==> src/rtl/custom_types_pkg.sv <==
// Shared pipeline bundle types and memory-stage helpers.
// Combinational helpers only; no state lives here.
// Used by the memory stage and anything that inspects its bundles.
package custom_types_pkg;

    // Execute -> memory bundle
    typedef struct packed {
        logic [4:0]  Rt;
        logic [4:0]  Rd;
        logic [4:0]  Rw;
        logic        RegWEN;
        logic        MemtoReg;
        logic        halt;
        logic        dREN;
        logic        dWEN;
        logic [31:0] NPC;
        logic [31:0] port_o;
        logic [31:0] port_b;
        logic [31:0] Imm_Ext;
    } execute_t;

    // Memory -> writeback bundle
    typedef struct packed {
        logic [4:0]  Rt;
        logic [4:0]  Rd;
        logic [4:0]  Rw;
        logic        RegWEN;
        logic        MemtoReg;
        logic        halt;
        logic [31:0] NPC;
        logic [31:0] port_o;
        logic [31:0] Imm_Ext;
        logic [31:0] dmemload;
    } memory_t;

    typedef enum logic [1:0] {
        ST_IDLE   = 2'd0,
        ST_PASS   = 2'd1,
        ST_WAIT   = 2'd2,
        ST_HALTED = 2'd3
    } mem_state_t;

    // State an incoming instruction puts the stage into once latched
    function automatic mem_state_t capture_state(input logic vld, input execute_t e);
        if (!vld)
            return ST_IDLE;
        else if (e.dREN || e.dWEN)
            return ST_WAIT;
        else
            return ST_PASS;
    endfunction

    // Build the writeback bundle; load data is already zeroed for non-loads
    function automatic memory_t to_memory(input execute_t e, input logic [31:0] ld);
        memory_t m;
        m.Rt       = e.Rt;
        m.Rd       = e.Rd;
        m.Rw       = e.Rw;
        m.RegWEN   = e.RegWEN;
        m.MemtoReg = e.MemtoReg;
        m.halt     = e.halt;
        m.NPC      = e.NPC;
        m.port_o   = e.port_o;
        m.Imm_Ext  = e.Imm_Ext;
        m.dmemload = ld;
        return m;
    endfunction

endpackage

==> src/rtl/mem_stage.sv <==
// Memory stage: EX/MEM latch, dcache request drive, registered writeback bundle.
// Latency: non-memory op 1 cycle after capture; memory op 1 cycle after dhit.
// Backpressure: stall_o held combinationally while a latched load/store awaits dhit.
module mem_stage
    import custom_types_pkg::*;
#(
    parameter int STALL_CNT_W = 32
) (
    input  logic                   CLK,
    input  logic                   nRST,
    input  execute_t               ex_in,
    input  logic                   ex_valid,
    input  logic                   dhit,
    input  logic [31:0]            dmemload,
    output logic                   dmemREN,
    output logic                   dmemWEN,
    output logic [31:0]            dmemaddr,
    output logic [31:0]            dmemstore,
    output memory_t                mem_out,
    output logic                   mem_valid,
    output logic                   stall_o,
    output logic                   halted,
    output logic [STALL_CNT_W-1:0] stall_cycles
);

    mem_state_t             r_state;
    execute_t               r_req;
    memory_t                r_mem_out;
    logic                   r_mem_valid;
    logic                   r_halted;
    logic [STALL_CNT_W-1:0] r_stall_cycles;

    logic        w_wait;
    logic        w_retire;
    logic        w_capture;
    logic [31:0] w_load_data;

    // Requests and stall come straight from state so a reset drops them at once
    assign w_wait    = (r_state == ST_WAIT);
    assign dmemREN   = w_wait & r_req.dREN & ~r_req.dWEN;
    assign dmemWEN   = w_wait & r_req.dWEN;
    assign dmemaddr  = r_req.port_o;
    assign dmemstore = r_req.port_b;
    assign stall_o   = w_wait & ~dhit;

    // An instruction leaves the latch when it needs no memory or memory answered
    assign w_retire    = (r_state == ST_PASS) | (w_wait & dhit);
    assign w_capture   = ~stall_o & (r_state != ST_HALTED);
    // Both-enables case is a store, so it carries no load data
    assign w_load_data = (w_wait && !r_req.dWEN) ? dmemload : 32'h0;

    assign mem_out      = r_mem_out;
    assign mem_valid    = r_mem_valid;
    assign halted       = r_halted;
    assign stall_cycles = r_stall_cycles;

    // Stage FSM: retire the latched op, then latch the next one unless halting
    always_ff @(posedge CLK or negedge nRST) begin
        if (!nRST) begin
            r_state     <= ST_IDLE;
            r_req       <= '0;
            r_mem_out   <= '0;
            r_mem_valid <= 1'b0;
            r_halted    <= 1'b0;
        end else begin
            if (w_retire) begin
                r_mem_out   <= to_memory(r_req, w_load_data);
                r_mem_valid <= 1'b1;
            end else begin
                r_mem_valid <= 1'b0;
            end

            if (w_retire && r_req.halt) begin
                r_state  <= ST_HALTED;
                r_halted <= 1'b1;
            end else if (w_capture) begin
                r_req   <= ex_in;
                r_state <= capture_state(ex_valid, ex_in);
            end
        end
    end

    // Saturating count of cycles spent holding the pipeline
    always_ff @(posedge CLK or negedge nRST) begin
        if (!nRST)
            r_stall_cycles <= '0;
        else if (stall_o && (r_stall_cycles != {STALL_CNT_W{1'b1}}))
            r_stall_cycles <= r_stall_cycles + 1'b1;
    end

endmodule
==> config.mk <==
export PLATFORM = sky130hd
export DESIGN_NAME = mem_stage
export DESIGN_NICKNAME = d
export VERILOG_FILES = /design/src/rtl/custom_types_pkg.sv /design/src/rtl/mem_stage.sv
export SDC_FILE = /design/constraint.sdc
export NUM_CORES = 1
export LEC_CHECK = 0
export BUFFER_PORTS_ARGS = -buffer_cell sky130_fd_sc_hd__buf_2
export CAP_MARGIN = 5
export CELL_PAD_IN_SITES_DETAIL_PLACEMENT = 0
export CELL_PAD_IN_SITES_GLOBAL_PLACEMENT = 1
export CORE_AREA = 2 2 198 200
export DETAILED_ROUTE_END_ITERATION = 8
export DIE_AREA = 0 0 200 202
export PLACE_DENSITY = 0.68
export SLEW_MARGIN = 30
export SYNTH_ARGS = -nofsm -noshare
export SYNTH_HDL_FRONTEND = slang
export SYNTH_SLANG_ARGS = --single-unit
export TNS_END_PERCENT = 5
==> constraint.sdc <==
create_clock -name CLK -period 5.7 [get_ports CLK]
set_input_delay 0.57 -clock CLK [delete_from_list [all_inputs] [get_ports CLK]]
set_output_delay 0.57 -clock CLK [all_outputs]
set_load 0.05 [all_outputs]
# Yosys cells after proc, flatten, opt, wreduce, memory -nomap -nowiden
# Cells that the tools add are included.
[word_totals]
register_bits = 330
inputBits = 184
wordCells = 55
[op_classes]
add_sub_neg = 1
n_eq_ne = 4
n_mux = 6
bitwise = 11
n_reduce_logical = 7
[op_table]
columns = ["op", "count"]
rows = [
  ["$add 32x1->32 const B", 1],
  ["$mux 32", 1],
  ["$ne 32x32->1 const B", 1],
  ["$mux 2", 4],
  ["$and 1x1->1", 6],
  ["$not 1->1", 4],
  ["$logic_and 1x1->1", 3],
  ["$eq 2x1->1 const B", 1],
  ["$eq 2x2->1 const B", 1],
  ["$ne 2x2->1 const B", 1],
  ["$reduce_and 2->1", 1],
  ["$reduce_bool 2->1", 1],
  ["$logic_not 1->1", 1],
  ["$logic_or 1x1->1", 1],
  ["$mux 1", 1],
  ["$or 1x1->1", 1],
]

# Logic depth before layout (Yosys ltp)
# Gate-level depths: netlist of run 1.
[depth]
word_depth = 6
mapped_depth = 7
ltp_nobuf = 6

# Worst setup path before layout of run 1
# OpenSTA, ideal clock, no wires.
[synth_timing]
kind = "register to output"
from = "register r_state[0]"
to = "output port dmemREN"
t_arrival_ns = 1.643
slack_ns = 3.487
stages_incl_launch_ff = 6
n_path_buf = 2
path_cell_list = "dfrtp_1 and2b_2 nor2b_1 clkbuf_1 clkbuf_1 and2_1"
[synth_between]
elab_chain_len = 3
[synth_rtl]
columns = ["element", "line", "rtl"]
rows = [
  ["start: declaration", "mem_stage.sv:26", "mem_state_t r_state;"],
  ["start signal: assignment", "mem_stage.sv:78", "r_state <= capture_state(ex_valid, ex_in);"],
  ["$eq 2x2->1", "mem_stage.sv:39", "assign w_wait = (r_state == ST_WAIT);"],
  ["$and 1x1->1 (2 in a row)", "mem_stage.sv:40", "assign dmemREN = w_wait & r_req.dREN & ~r_req.dWEN;"],
  ["end: declaration", "mem_stage.sv:15", "output logic dmemREN,"],
]
# No other way between the ends.

# Final worst setup path of run 1
# Ends and elaborated chain as after synthesis.

==> flow_summary.ini, run 1 <==
[run_status]
outcome = finished clean

[place]
post-place-cells = 1782
hpwl_um = 21720
gpl.final_weighted_congestion = 0.7675
portBuffers = 430

[synthesis]
yosysTopAreaCell = sky130_fd_sc_hd__dfrtp_1
synth_top_cell_area_share_pct = 62.60
yosys_warnings = 0
syn_nets = 1118
synth_mux_area_share_pct = 22.45
postSynthAreaPerCell_um2 = 14.14
combinational_family_with_the_most_area_after_synthesis = multiplexers
ys_seq_elements = 330
simple_gate_portion_of_the_synthesized_area_pct = 5.938
synth_compound_gate_area_share_pct = 1.783
yosys_cell_types = 39
yosysSeqAreaShare_pct = 62.60
ys.flop_type = sky130_fd_sc_hd__dfrtp_1
synth_top_cells_by_area = sky130_fd_sc_hd__dfrtp_1 63%, sky130_fd_sc_hd__mux2_2 22%, sky130_fd_sc_hd__buf_4 3.6%, sky130_fd_sc_hd__nand2_1 2.2%, sky130_fd_sc_hd__xnor2_1 1.4%
synthArstFlopShare_pct = 100.0
postSynthCellCount = 933
synth-edff-count = 0
yosys.area_share.xor_xnor_pct = 1.859
ys_top_cells_by_count = 330 x sky130_fd_sc_hd__dfrtp_1, 261 x sky130_fd_sc_hd__mux2_2, 77 x sky130_fd_sc_hd__nand2_1
synth_adder_area_share_pct = 0.09485
post_synth_instance_area_um2 = 13190
post-synth-top-count-cell = sky130_fd_sc_hd__dfrtp_1

[detailed_routing]
drt_pass1_iterations = 4
route.vias.total = 8346
drc = 0
detail_route.wl_per_cell_um = 16.89
post_drt_via_cell_ratio = 4.509
drtIter0Drc = 211
route.final.wire_length_um = 31260
antenna_violating_nets_post_route = 0

[clocking]
cts_resized = 0
root_buffer = sky130_fd_sc_hd__clkbuf_16
cts.sinks = 330
holdBufCountCts = 0
cts_made_buffers = 37
path_clk_slew_ns = 0.06
clock_path_buffers = 3
cts_tree = yes
clk_latency_ns = 0.53
post_cts_buffers = 0
clock_tree.htree_level_count = 2

[timing]
worst_pin_slew_ns = 0.9194
slew_violations = 0
min_period_ns = 2.713
setup_violations = 0
achievable-frequency_ghz = 0.3686
timing.setup.tns_ns = 0
fin_worst_skew_ns = 0.01334
final_min_period_over_clock_period_pct = 47.60
timing.slew.headroom_pct = 38.70
timing.final.hold_violations = 0
grt_setup_unrepaired = false

[setup_path]
worst-r2r-setup-slack_ns = 3.31
path_class = register to output pin
critical_path_required_ns = 5.13
worstReg2RegEnd = r_req[28]$_DFFE_PN0P_
start_kind = register
worst_r2r_path_depth = 5
crit_arrival_ns = 2.14
end_kind = output pin
worstReg2RegStart = r_req[130]$_DFFE_PN0P_
worstPathMaxFanout = 33

[layout]
syn2layout_area_growth_pct = 26.07
ratio_of_cells_with_drive_above_1_in_the_final_layout_pct = 57.80
design.final.nets = 1488
final_cells = 1851

[global_routing]
grt_antenna_before_repair = 10
globalRouteOverflowTotal = 0
grt_start_max_net_pins = 147
global_route.usage.total_pct = 15.31
global_route_wire_length_before_repair_um = 48220
grt_pass1_vias = 8659

[floorplan]
floorplan.initialDensity_pct = 34.45
die_height_um = 202
total_die_area_um2 = 40400
num_io_pins = 431
dieWidth_um = 200
design.core.area_um2 = 38290
row_count = 72

[flow_run]
max-cap-violations = 0

[power]
power.leakage_nw = 7.906
p_per_area_nw_per_um2 = 722.4
irDropWorstVdd_v = 0.0003522

[worst_hold_path]
min-delay-path-class = input port to async pin
area by class of cell:
cell class	instances	area [µm²]
Fill cell	3631	21660
Sequential cell	330	8258
Multi-Input combinational cell	492	4263
Timing Repair Buffer	437	2252
Clock buffer	56	1087
Tap cell	518	648.1
Clock inverter	7	88.84
Inverter	5	18.77
Antenna cell	6	15.01
critical path: stages, from the launching register on:
cell,delay (ns)
sky130_fd_sc_hd__dfrtp_1,0.41
sky130_fd_sc_hd__and2b_2,0.27
sky130_fd_sc_hd__nor2b_2,0.14
sky130_fd_sc_hd__buf_4,0.33
sky130_fd_sc_hd__and2_1,0.19
sky130_fd_sc_hd__buf_2,0.26
registers in the layout, indices dropped and copies added (netlist names):
signal and count:
dmemaddr 32, dmemstore 32, halted 1, mem_out 146, mem_valid 1, r_req 84, r_state 2, stall_cycles 32
layer usage:
| metal | vias to the layer above | GRT usage [%] | part of all wire [%] |
|---|---|---|---|
| met3 | 59 | 6.391 | 9.5 |
| met1 | 4096 | 17.45 | 39 |
| met2 | 269 | 25.45 | 48 |
| li1 | 3914 | - | - |
| met4 | 8 | 5.873 | 2.9 |
| met5 | - | 0 | 0.19 |
per-stage QoR:
stage | hold WS (ns) | util (%) | power [mW] | worst slack (ns) | area, µm²
floorplan | 0.2744 | - | 8.709 | 3.487 | 13190
global placement | 0.4506 | 40.33 | 9.705 | 3.151 | 15440
detailed placement | 0.4652 | 40.33 | 9.821 | 3.141 | 15440
CTS | 0.06396 | 43.40 | 12.19 | 2.937 | 16620
global route | 0.08905 | 43.42 | 12.66 | 2.888 | 16630
finish | 0.04670 | 43.44 | 12.01 | 2.987 | 16630
layout by cell type (no fill, tap or decap), drive strengths merged, types with 2 or more instances in the layout:
cell	n
buf	437
dfrtp	330
mux2	263
nand2	77
clkbuf	56
o21ai	33
xnor2	21
nand4	16
nand3	16
nor2	14
xor2	7
and3	7
diode	6
nor3	6
a21oi	6
nor4	6
clkinv	5
inv	5
and4	4
and2b	2
and2	2
bufinv	2
or2	2
logic make-up after synthesis:
family / count (synthesis)
compound gates: 44
xor+xnor: 28
fa+ha+maj: 1
buf+inv: 111
flops: 330
mux: 263
simple gates: 156
power by group:
group	total (mW)	internal, mW	switching (mW)
combinational	5.70	1.71	3.99
clock	2.31	1.40	0.914
sequential	4.00	3.45	0.546
worst max path at each step:
stage	start	endpoint	slack (ns)	cells past startpoint
after floorplan	r_state[0]$_DFFE_PN0P_	dmemREN	3.49	5
after global placement	dhit	dmemstore[29]$_DFFE_PN0P_	3.15	5
after detailed placement	dhit	r_req[25]$_DFFE_PN0P_	3.14	5
after CTS	r_state[0]$_DFFE_PN0P_	dmemREN	2.94	5
after global routing	r_state[0]$_DFFE_PN0P_	dmemREN	2.89	5
final	r_state[0]$_DFFE_PN0P_	dmemREN	2.99	5
(Power assumes the default switching activity.)
==> run 2, diff against run 1 <==
Clock period 5.7 ns to 2.69 ns, I/O delays scaled along.
==> flow_summary.ini, run 2 (synthesis results as in run 1) <==
[setup_path]
highest_cell_delay_on_the_worst_timing_path_ns = 0.53
worstPathCellList = and2b_2 -> a21oi_4 -> buf_12 -> mux2_2
end_kind = register
critPathTopFamily = buffers and inverters
cp.depth = 4
critical_path_required_ns = 3.09
slowest_cell_on_the_critical_path = sky130_fd_sc_hd__buf_12
worst_r2r_path_depth = 4
worstPathMaxFanout = 146
timing.critical_path.buf_inv = 1
start_kind = register
crit_arrival_ns = 2.50
worst-r2r-setup-slack_ns = 0.60
path_class = register to register

[clocking]
clock_path_buffers = 3
clock_tree.htree_level_count = 2
cts.sinks = 330
cts_made_buffers = 37
clk_latency_ns = 0.53
cts_resized = 0
root_buffer = sky130_fd_sc_hd__clkbuf_16
path_clk_slew_ns = 0.06
cts_tree = yes

[place]
pre_cts_ws_ns = 0.6070
post-place-cells = 1791
gpl.final_weighted_congestion = 0.7413
dpl_cell_area_um2 = 15540
hpwl_um = 22130
portBuffers = 430

[detailed_routing]
drt_pass1_iterations = 4
detail_route.wl_per_cell_um = 16.15
drc = 0
route.final.wire_length_um = 32900
post_drt_via_cell_ratio = 4.419
route.vias.total = 9002
antenna_violating_nets_post_route = 0
drtIter0Drc = 230

[power]
clock_power_share_pct = 19.0
seq_power_share_pct = 33.1
p_int_mw = 14.07
p_per_area_nw_per_um2 = 1387
total_power_mw = 25.71
power.leakage_nw = 8.726
irDropWorstVdd_v = 0.0008311
switching_share_pct = 45.28
power_switching_mw = 11.64
comb_power_share_pct = 47.9

[global_routing]
groute.layer.met3.usage_pct = 6.040
grt_max_usage_layer = met2
grt_antenna_before_repair = 1
globalRouteOverflowTotal = 0
global_route.usage.total_pct = 16.41
groute.layer.met2.usage_pct = 28.27
global_route.usage.met1_pct = 18.73
grt_pass1_vias = 9712
global_route_wire_length_before_repair_um = 52120
grt_start_max_net_pins = 147

[layout]
num-fill-cells = 3464
ratio_of_cells_with_drive_above_1_in_the_final_layout_pct = 51.19
design.final.nets = 1679
largest_register_ff_count = 146
final_util_pct = 48.41
mostFrequentLayoutCells = 429 x sky130_fd_sc_hd__buf_2, 330 x sky130_fd_sc_hd__dfrtp_1, 261 x sky130_fd_sc_hd__mux2_2
final_cells = 2037
final_common_cell = sky130_fd_sc_hd__buf_2
stdcell_area_um2 = 18530
syn2layout_area_growth_pct = 40.50

[timing]
timing.final.hold_violations = 0
fin_worst_skew_ns = 0.01939
final_min_period_over_clock_period_pct = 77.77
achievable-frequency_ghz = 0.4780
final.hold.worst_slack_ns = 0.2575
timing.setup.tns_ns = 0
worst_pin_slew_ns = 0.7897
min_period_ns = 2.092
slew_violations = 0
fin_ws_ns = 0.5980
timing.slew.headroom_pct = 47.28
setup_violations = 0
grt_setup_unrepaired = false

[worst_hold_path]
min-delay-path-class = input port to async pin

[run_status]
outcome = finished clean

[floorplan]
row_count = 72
num_io_pins = 431
total_die_area_um2 = 40400
floorplan.initialDensity_pct = 34.45
design.core.area_um2 = 38290
die_height_um = 202
dieWidth_um = 200

[flow_run]
max-cap-violations = 0
run 2: cell type report:
type                    count  area [µm²]  share of cell area, %
clock inverters             9       95.09                 0.5131
multi-input cells         492        4263                  23.00
well taps                 518       648.1                  3.497
clock buffers              54        1070                  5.772
repair buffers            628        4179                  22.55
diodes                      1       2.502                0.01350
flip-flops and latches    330        8258                  44.56
inverters                   5       18.77                 0.1013
run 2: final timing paths:
kind | end | start
worst min register to register | halted$_DFFE_PN0P_ | halted$_DFFE_PN0P_
max in group asynchronous | mem_out[75]$_DFFE_PN0P_ | nRST
worst max register to register | mem_out[78]$_DFFE_PN0P_ | r_state[0]$_DFFE_PN0P_
worst max-delay path | mem_out[78]$_DFFE_PN0P_ | r_state[0]$_DFFE_PN0P_
min in group CLK | r_state[0]$_DFFE_PN0P_ | dhit
worst min-delay path | stall_cycles[23]$_DFFE_PN0P_ | nRST
run 2: worst register-to-register path, cell delays in order, from the launching register on:
cell and delay, ns:
sky130_fd_sc_hd__dfrtp_1 0.39, sky130_fd_sc_hd__and2b_2 0.27, sky130_fd_sc_hd__a21oi_4 0.20, sky130_fd_sc_hd__buf_12 0.53, sky130_fd_sc_hd__mux2_2 0.58
run 2: routing by layer:
metal | share of wire [%] | vias up
met5 | 0 | -
met4 | 2.7 | 0
met3 | 8.5 | 59
met2 | 49 | 275
met1 | 39 | 4383
li1 | - | 4285
run 2: what timing repair did:
action                                 4_1_cts  5_1_grt
setup endpoints to repair                    0        0
setup buffers                                0        0
endpoints found under the hold margin      235        0
hold buffers                               182        0
run 2: power by group through the flow:
stage               clock network [mW]  registers, mW  logic [mW]
floorplan                            0           12.4        6.02
detailed placement                   0           8.59        12.2
finish                            4.89           8.50        12.3
CTS                               5.07           8.51        12.5
global placement                     0           8.49        12.1
global route                      5.29           8.85        13.0
==> run 3, diff against run 2 <==
Settings changed: ABC_AREA from default to 1, CORE_AREA 2 2 198 200 to 2 2 202 204, DIE_AREA 0 0 200 202 to 0 0 204 206, PLACE_DENSITY 0.68 to 0.75.
Clock period 2.69 ns to 1.9 ns, I/O delays scaled along.
==> flow_summary.ini, run 3 <==
[layout]
design.final.nets = 2198
final_util_pct = 48.79
ratio_of_cells_with_drive_above_1_in_the_final_layout_pct = 32.55
mostFrequentLayoutCells = 631 x sky130_fd_sc_hd__nand2_1, 426 x sky130_fd_sc_hd__buf_2, 328 x sky130_fd_sc_hd__dfrtp_1
largest_register_ff_count = 146
syn2layout_area_growth_pct = 41.78
final_common_cell = sky130_fd_sc_hd__nand2_1
final_cells = 2572
stdcell_area_um2 = 19610
antennaDiodeCount = 0

[floorplan]
row_count = 74
die_height_um = 206
floorplan.initialDensity_pct = 34.41
total_die_area_um2 = 42020
num_io_pins = 431
design.core.area_um2 = 40180
dieWidth_um = 204

[place]
portBuffers = 430
gpl.final_weighted_congestion = 0.8455
post-place-cells = 2322
hpwl_um = 26830
pre_cts_ws_ns = 0.1574
dpl_cell_area_um2 = 16480

[setup_path]
end_kind = output pin
start_kind = register
critical_path_required_ns = 1.71
slowest_cell_on_the_critical_path = sky130_fd_sc_hd__dfrtp_1
timing.critical_path.buf_inv = 3
highest_cell_delay_on_the_worst_timing_path_ns = 0.38
worstPathCellList = inv_2 -> nand2_1 -> nor2_4 -> buf_4 -> buf_4
critPathTopFamily = buffers and inverters
crit_arrival_ns = 1.64
cp.depth = 5
worst_r2r_path_depth = 9
path_class = register to output pin
worstPathMaxFanout = 4
path_common_cell = sky130_fd_sc_hd__buf_4

[clocking]
cts_made_buffers = 38
path_clk_slew_ns = 0.06
root_buffer = sky130_fd_sc_hd__clkbuf_16
clock_tree.htree_level_count = 2
cts.sinks = 330
clk_latency_ns = 0.53
clock_path_buffers = 3
cts_tree = yes

[synthesis]
syn_nets = 1621
post-synth-top-count-cell = sky130_fd_sc_hd__nand2_1
synth-edff-count = 0
ys_seq_elements = 330
postSynthAreaPerCell_um2 = 9.630
synthArstFlopShare_pct = 100.0
synth_top_cells_by_area = sky130_fd_sc_hd__dfrtp_1 60%, sky130_fd_sc_hd__nand2_1 17%, sky130_fd_sc_hd__mux2_2 9.2%, sky130_fd_sc_hd__buf_4 3.5%, sky130_fd_sc_hd__nand3_1 1.7%
synth_top_cell_area_share_pct = 59.72
yosys_cell_types = 26
yosys_warnings = 0
yosysTopAreaCell = sky130_fd_sc_hd__dfrtp_1
ys.flop_type = sky130_fd_sc_hd__dfrtp_1
yosysSeqAreaShare_pct = 59.72
ys_top_cells_by_count = 631 x sky130_fd_sc_hd__nand2_1, 330 x sky130_fd_sc_hd__dfrtp_1, 113 x sky130_fd_sc_hd__mux2_2
post_synth_instance_area_um2 = 13830
postSynthCellCount = 1436

[global_routing]
globalRouteOverflowTotal = 0
grt_antenna_before_repair = 0
global_route_wire_length_before_repair_um = 62380
global_route.usage.total_pct = 18.57
grt_pass1_vias = 11880
grt_start_max_net_pins = 69

[flow_run]
max-cap-violations = 0

[detailed_routing]
post_drt_via_cell_ratio = 4.477
drt_pass1_iterations = 5
route.final.wire_length_um = 39570
route.vias.total = 11520
drc = 0
antenna_violating_nets_post_route = 0
drtIter0Drc = 577
detail_route.wl_per_cell_um = 15.39

[timing]
achievable-frequency_ghz = 0.5474
fin_ws_ns = 0.07334
grt_setup_unrepaired = true
worst_pin_slew_ns = 0.4994
final.hold.worst_slack_ns = 0.1722
fin_worst_skew_ns = 0.01389
min_period_ns = 1.827
slew_violations = 0
timing.final.hold_violations = 0
setup_violations = 0
final_min_period_over_clock_period_pct = 96.14
timing.slew.headroom_pct = 66.70

[run_status]
outcome = finished clean

[worst_hold_path]
min-delay-path-class = input port to register
min_delay_path_depth = 6

[power]
power.leakage_nw = 10.22
irDropWorstVdd_v = 0.001104
p_per_area_nw_per_um2 = 2035
run 3: cell types whose count changed in the layout (fill, tap and decap cells not counted), moves of 6 or more:
| cell | delta |
|---|---|
| sky130_fd_sc_hd__and3_1 | -6 |
| sky130_fd_sc_hd__inv_1 | +60 |
| sky130_fd_sc_hd__nor2_1 | +40 |
| sky130_fd_sc_hd__nand4_1 | -14 |
| sky130_fd_sc_hd__mux2_2 | -148 |
| sky130_fd_sc_hd__nand2_1 | +554 |
| sky130_fd_sc_hd__buf_4 | +20 |
| sky130_fd_sc_hd__nand3_1 | +34 |
| sky130_fd_sc_hd__buf_12 | +12 |
| sky130_fd_sc_hd__xnor2_1 | -16 |
run 3: worst min-delay path: stages:
cell,delay [ns]
sky130_fd_sc_hd__buf_2,0.12
sky130_fd_sc_hd__nor2_4,0.06
sky130_fd_sc_hd__nand3_1,0.09
sky130_fd_sc_hd__nor3_1,0.07
sky130_fd_sc_hd__nand3b_1,0.08
sky130_fd_sc_hd__nand2_1,0.05
run 3: layout make-up:
cell class,count,area (µm²)
clock buffers,54,1135
fillers,3766,20580
repair buffers,659,4572
multi-input cells,919,4578
well taps,532,665.6
flip-flops and latches,330,8260
clock inverters,13,147.6
inverters,65,246.5
run 3: timing repair:
item	in CTS	in global routing
hold endpoints to repair	289	0
gates resized for setup	2	2
setup buffers	0	0
hold buffers	183	0
endpoints found under the setup margin	2	10
run 3: worst paths after layout:
kind	from	end	slack, ns
setup / recovery	r_state[0]$_DFFE_PN0P_	stall_o	0.07
hold / removal	dhit	stall_cycles[23]$_DFFE_PN0P_	0.17
setup reg to reg	stall_cycles[3]$_DFFE_PN0P_	stall_cycles[31]$_DFFE_PN0P_	0.15
hold reg to reg	r_req[105]$_DFFE_PN0P_	r_req[105]$_DFFE_PN0P_	0.47
max in group asynchronous	nRST	mem_out[101]$_DFFE_PN0P_	0.97
min in group asynchronous	nRST	mem_out[17]$_DFFE_PN0P_	0.19
run 3: kinds of logic (layout without fill, tap and decap cells):
| family | after synthesis | in the layout | share of synthesized area [%] |
|---|---|---|---|
| and+or+nand+nor | 752 | 752 | 21.28 |
| DFF | 330 | 330 | 59.72 |
| buffers and inverters | 187 | 791 | 7.302 |
| muxes | 113 | 113 | 9.202 |
| AOI/OAI and AO/OA | 39 | 39 | 1.520 |
| xor gates and xnor gates | 14 | 14 | 0.8867 |
| adders and majority gates | 1 | 1 | 0.09047 |
run 3: stage by stage:
| stage | setup TNS (ns) | power [mW] |
|---|---|---|
| 2_1_floorplan | -0.07091 | 27.52 |
| 6_report | 0 | 39.89 |
| 3_5_place_dp | 0 | 32.39 |
| 5_1_grt | -0.01065 | 42.31 |
| 3_3_place_gp | 0 | 32.06 |
| 4_1_cts | 0 | 40.36 |
run 3: routing by layer:
layer  part of all wire (%)  global-route usage (%)  vias up
met2                     49                   31.54      302
met4                    3.1                   7.220        0
met5                      0                       0        -
li1                       -                       -     5582
met1                     42                   23.14     5555
met3                    5.5                   4.052       77
run 3: report_power, final:
group,leakage (nW),internal (mW),switching [mW]
logic,5.46,5.98,14.4
registers,4.13,10.3,1.73
clock network,0.627,4.56,2.88
total,10.2,20.8,19.1
